File: config.mk
export PLATFORM = sky130hd
export DESIGN_NAME = uart_rx_flat
export DESIGN_NICKNAME = d
export VERILOG_FILES = /design/src/rtl/uart_rx_if.sv /design/src/rtl/uart_rx.sv /design/src/flat_wrapper.sv
export SDC_FILE = /design/constraint.sdc
export NUM_CORES = 1
export LEC_CHECK = 0
export BUFFER_PORTS_ARGS = -buffer_cell sky130_fd_sc_hd__buf_2
export CORE_MARGIN = 2
export CORE_UTILIZATION = 30
export DETAILED_ROUTE_END_ITERATION = 8
export GPL_TIMING_DRIVEN = 0
export PLACE_DENSITY_LB_ADDON = 0.05
export SYNTH_ARGS = -nofsm -noshare
export SYNTH_HDL_FRONTEND = slang
export SYNTH_SLANG_ARGS = --single-unit
File: constraint.sdc
create_clock -name clk -period 2.2 [get_ports clk]
set_clock_uncertainty 0.1 [all_clocks]
set_input_delay 0.44 -clock clk [delete_from_list [all_inputs] [get_ports clk]]
set_output_delay 0.44 -clock clk [all_outputs]
set_load 0.01 [all_outputs]
File: src/rtl/uart_rx_if.sv
// Receive-side handshake bundle for uart_rx: serial line and ack in,
// received byte, status and error pulses out.
`timescale 1ns/1ps
interface uart_rx_if;
  logic       rx;
  logic       rx_ack;
  logic [7:0] rx_data;
  logic       rx_valid;
  logic       rx_busy;
  logic       rx_frame_err;
  logic       rx_overrun;

  modport master (
    output rx, rx_ack,
    input  rx_data, rx_valid, rx_busy, rx_frame_err, rx_overrun
  );

  modport slave (
    input  rx, rx_ack,
    output rx_data, rx_valid, rx_busy, rx_frame_err, rx_overrun
  );
endinterface

File: src/rtl/uart_rx.sv
// 8N1 UART receiver, LSB first, sampled mid-bit from the system clock, with a
// hold-until-acknowledged byte output plus framing and overrun pulses.
`timescale 1ns/1ps
module uart_rx #(
  parameter int CLK_HZ = 25000000,
  parameter int BAUD   = 9600
) (
  input logic      clk,
  input logic      rst_n,
  uart_rx_if.slave bus
);
  localparam int DIV  = CLK_HZ / BAUD;
  localparam int HALF = DIV / 2;
  localparam logic [31:0] DIV_LAST  = 32'(DIV - 1);
  localparam logic [31:0] HALF_LAST = 32'(HALF - 1);

  typedef enum logic [1:0] {IDLE, START, DATA, STOP} state_t;

  state_t      state_q;
  logic [31:0] cnt_q;
  logic [2:0]  bitn_q;
  logic [7:0]  sh_q;
  logic [7:0]  data_q;
  logic        valid_q;
  logic        busy_q;
  logic        frame_err_q;
  logic        overrun_q;
  logic        rx_meta_q;
  logic        rx_s_q;
  logic        rx_s_d_q;

  // Synchronizer and edge history idle high so a line held low never looks like a start.
  always_ff @(posedge clk or negedge rst_n) begin
    if (!rst_n) begin
      rx_meta_q   <= 1'b1;
      rx_s_q      <= 1'b1;
      rx_s_d_q    <= 1'b1;
      state_q     <= IDLE;
      cnt_q       <= '0;
      bitn_q      <= '0;
      sh_q        <= '0;
      data_q      <= '0;
      valid_q     <= 1'b0;
      busy_q      <= 1'b0;
      frame_err_q <= 1'b0;
      overrun_q   <= 1'b0;
    end else begin
      rx_meta_q   <= bus.rx;
      rx_s_q      <= rx_meta_q;
      rx_s_d_q    <= rx_s_q;
      frame_err_q <= 1'b0;
      overrun_q   <= 1'b0;
      if (bus.rx_ack) valid_q <= 1'b0;

      unique case (state_q)
        IDLE: begin
          if (rx_s_d_q && !rx_s_q) begin
            state_q <= START;
            busy_q  <= 1'b1;
            cnt_q   <= '0;
          end
        end
        START: begin
          if (cnt_q == HALF_LAST) begin
            cnt_q  <= '0;
            bitn_q <= '0;
            if (rx_s_q) begin
              state_q <= IDLE;
              busy_q  <= 1'b0;
            end else begin
              state_q <= DATA;
            end
          end else begin
            cnt_q <= cnt_q + 32'd1;
          end
        end
        DATA: begin
          if (cnt_q == DIV_LAST) begin
            sh_q  <= {rx_s_q, sh_q[7:1]};
            cnt_q <= '0;
            if (bitn_q == 3'd7) state_q <= STOP;
            else                bitn_q  <= bitn_q + 3'd1;
          end else begin
            cnt_q <= cnt_q + 32'd1;
          end
        end
        STOP: begin
          // Leave at mid-stop-bit so an immediately following start edge is seen.
          if (cnt_q == DIV_LAST) begin
            state_q <= IDLE;
            busy_q  <= 1'b0;
            cnt_q   <= '0;
            if (!rx_s_q) begin
              frame_err_q <= 1'b1;
            end else if (!valid_q || bus.rx_ack) begin
              data_q  <= sh_q;
              valid_q <= 1'b1;
            end else begin
              overrun_q <= 1'b1;
            end
          end else begin
            cnt_q <= cnt_q + 32'd1;
          end
        end
        default: state_q <= IDLE;
      endcase
    end
  end

  assign bus.rx_data      = data_q;
  assign bus.rx_valid     = valid_q;
  assign bus.rx_busy      = busy_q;
  assign bus.rx_frame_err = frame_err_q;
  assign bus.rx_overrun   = overrun_q;
endmodule

File: src/flat_wrapper.sv
// flat-port wrapper written by rule: the top's interface ports become plain ports
module uart_rx_flat 
#(
  parameter int CLK_HZ = 25000000,
  parameter int BAUD   = 9600
)
  (clk, rst_n, bus_rx, bus_rx_ack, bus_rx_data, bus_rx_valid, bus_rx_busy, bus_rx_frame_err, bus_rx_overrun);
  uart_rx_if bus_i ();
  input logic clk;
  input logic rst_n;
  input wire logic [$bits(bus_i.rx)-1:0] bus_rx;
  input wire logic [$bits(bus_i.rx_ack)-1:0] bus_rx_ack;
  output wire logic [$bits(bus_i.rx_data)-1:0] bus_rx_data;
  output wire logic [$bits(bus_i.rx_valid)-1:0] bus_rx_valid;
  output wire logic [$bits(bus_i.rx_busy)-1:0] bus_rx_busy;
  output wire logic [$bits(bus_i.rx_frame_err)-1:0] bus_rx_frame_err;
  output wire logic [$bits(bus_i.rx_overrun)-1:0] bus_rx_overrun;
  assign bus_i.rx = bus_rx;
  assign bus_i.rx_ack = bus_rx_ack;
  assign bus_rx_data = bus_i.rx_data;
  assign bus_rx_valid = bus_i.rx_valid;
  assign bus_rx_busy = bus_i.rx_busy;
  assign bus_rx_frame_err = bus_i.rx_frame_err;
  assign bus_rx_overrun = bus_i.rx_overrun;
  uart_rx #(.CLK_HZ(CLK_HZ), .BAUD(BAUD)) u_core (.clk(clk), .rst_n(rst_n), .bus(bus_i));
endmodule
==> impl_metrics.yaml <==
run_status:
  status: "finished, violations left"
  violations: "negative setup slack"
die:
  die_w_um: 108.8
  fp.coreArea_um2: 10790
  initial_utilization: 0.3055
  fp-row-count: 38
  ios: 16
  die-area_um2: 11840
  die_h_um: 108.8
route:
  ant_nets: 0
  dr.pass1.iters: 4
  viasPerCell: 5.455
  vias: 2962
  drt-initial-drc-count: 230
  drt-total-wl_um: 10220
  drc: 0
  wl_per_cell_um: 18.82
synthesis:
  synthCells: 338
  synth_ff_type: "dfrtp_1"
  syn-num-nets: 346
  synth_cell_type_count: 61
  yosys_warnings: 0
  ys_seq_area_frac: 0.4565
  ys_ff_latch: 60
  avgSynthCellArea_um2: 9.754
  syn_area_um2: 3297
  ys_async_sr_fraction: 1.000
  synth_edf_count: 0
clock_network:
  numClockSinks: 60
  cts-root-buf: "clkbuf_8"
  cts_hold_buf: 0
  worst_skew_pair.late_latency_ns: 0.37
  htreeDepth: 3
  cts_tree: "built"
  clk_pin_slew_ns: 0.08
  cts_made_buffers: 9
  ctsLongestPathBuffers: 2
critical_path:
  critPathMaxFanout: 6
  path_class: "reg2reg"
  critPathLaunchType: "flip-flop"
  max_stage_delay_ns: 0.43
  critPathRequiredTime_ns: 2.36
  critPathArrivalTime_ns: 2.50
  path_buf_inv: 3
  critical_path.cell_chain: "nor4_4 -> nand4_4 -> o311ai_4 -> buf_6 -> buf_12 -> clkbuf_16 -> a21oi_1 -> o22a_1"
  crit_family: "simple AND/OR/NAND/NOR gates"
  cp-end-kind: "flip-flop"
  cp_slowest_cell: "dfrtp_2"
run:
  maxCapViolations: 0
finish:
  layout_commonest_cell: "dfrtp_1"
  area_growth_pct: 35.90
  final_core_util: 0.4151
  mostFrequentLayoutCells: "dfrtp_1 (50), nand2_1 (36), buf_4 (26)"
  seqCellArea_um2: 1514
  multi_input_area_um2: 1978
  nets: 406
  layoutNonFillerInstCount: 543
  drive_above_1_share: 0.3821
  fillers: 1064
  n_antenna_cell: 0
global_route:
  antenna_found_initial: 0
  grt_usage: 0.1818
  grt-ovfl-total: 0
  grt_start_max_net_pins: 61
  grt_pass1_wl_um: 15810
  grt_pass1_vias: 2762
timing:
  finalWorstSetupSlack_ns: -0.1410
  finalSetupViolCount: 39
  tightest_slew_ns: 0.8117
  rsz0062_at_grt: "yes"
  finalCriticalPeriod_ns: 2.341
  hold_viol_final: 0
  clock.fmax_ghz: 0.4272
  slew_headroom: 0.4589
  fin_crit_sh: 1.064
  slew_violations: 0
  whs_ns: 0.06028
power:
  ir_drop_mv: 0.4022
  finalPower_mw: 2.745
  powerDensity_nw_per_um2: 612.6
  p_leak_nw: 1.937
placed_design:
  pre_cts_slack_ns: -0.5580
  io_buffer_count: 15
  gp_congestion: 0.7945
  dp_hpwl_um: 6364
  place_inst: 493
hold_path:
  hp-class: "in2async"
synth_stat cells, types with 5 or more instances:
cell type / n / area [um2]
clkbuf_1: 9 / 33.78
dfrtp_1: 57 / 1426
nor2_1: 19 / 71.32
inv_1: 12 / 45.04
nor4_1: 12 / 75.07
a21oi_1: 15 / 75.07
nand4_1: 8 / 50.05
nand2_1: 38 / 142.6
a221o_1: 5 / 50.05
o211ai_1: 6 / 45.04
a22oi_1: 5 / 37.54
buf_2: 6 / 30.03
nand3_1: 16 / 80.08
nor3_1: 5 / 25.02
a21boi_0: 5 / 37.54
o22a_1: 6 / 52.55
o31ai_1: 8 / 60.06
o21ai_0: 14 / 70.07
a21o_1: 5 / 37.54
mux2_2: 17 / 191.4
routing by layer:
metal,track usage,vias to the layer above,routed length [um]
met3,0.05320,14,587
met5,0,-,0
met1,0.2578,1489,4773
met2,0.2679,66,4708
li1,-,1393,-
met4,0.05220,0,148
state kept, by name, indices dropped and copies added, names as in the netlist, named ones only:
signal and count:
u_core.bitn_q 3, u_core.bus.rx_busy 1, u_core.bus.rx_data 8, u_core.bus.rx_frame_err 1, u_core.bus.rx_overrun 1, u_core.bus.rx_valid 1, u_core.cnt_q 32, u_core.rx_meta_q 1
u_core.rx_s_d_q 1, u_core.rx_s_q 1, u_core.sh_q 8, u_core.state_q 1
power by group:
group	switching, mW	total, mW	internal [mW]
sequential	0.0976	1.26	1.16
combinational	0.193	0.341	0.148
clock	0.505	1.14	0.638
cell families (layout without fill, tap and decap cells):
group	after synthesis	after routing	share of synthesized area
xor gates and xnor gates	4	4	0.01063
and+or+nand+nor	132	132	0.2152
buffers and inverters	30	95	0.04212
adders and majority gates	4	4	0.01518
AOI/OAI and AO/OA	89	89	0.1962
muxes	19	19	0.06414
DFF	60	60	0.4565
timing repair:
| action | CTS | global route |
|---|---|---|
| buffers inserted | 22 | 10 |
| gates resized for setup | 40 | 67 |
| pin swaps | 12 | 25 |
| gates cloned | 1 | 1 |
| setup endpoints to repair | 51 | 53 |
worst paths after layout:
kind	start	endpoint	slack, ns	cells after the start
worst max register to register	u_core.cnt_q[15]$_DFFE_PN0N_	u_core.cnt_q[14]$_DFFE_PN0N_	-0.14	8
max in group asynchronous	rst_n	u_core.cnt_q[12]$_DFFE_PN0N_	1.36	1
worst min-delay path	rst_n	u_core.cnt_q[24]$_DFFE_PN0N_	0.06	1
worst min register to register	u_core.rx_meta_q$_DFF_PN1_	u_core.rx_s_q$_DFF_PN1_	0.26	0
min in group clk	bus_rx	u_core.rx_meta_q$_DFF_PN1_	0.07	1
worst max-delay path	u_core.cnt_q[15]$_DFFE_PN0N_	u_core.cnt_q[14]$_DFFE_PN0N_	-0.14	8
through the flow:
| step | area (um2) | setup TNS (ns) |
|---|---|---|
| global route | 4481 | -4.561 |
| floorplan | 3346 | 0 |
| CTS | 4164 | -1.220 |
| global placement | 3596 | -20.24 |
| finish | 4481 | -2.561 |
| detailed placement | 3598 | -19.03 |
area by class of cell:
cell class / instances / share of cell area
multi-input combinational: 248 / 0.4415
sequential: 60 / 0.3379
timing repair buffer: 49 / 0.09048
tap: 140 / 0.03910
buffer: 18 / 0.03267
clock buffer: 10 / 0.02848
clock inverter: 6 / 0.01983
inverter: 12 / 0.01005
Note: power is estimated with default switching activity, not from simulation.
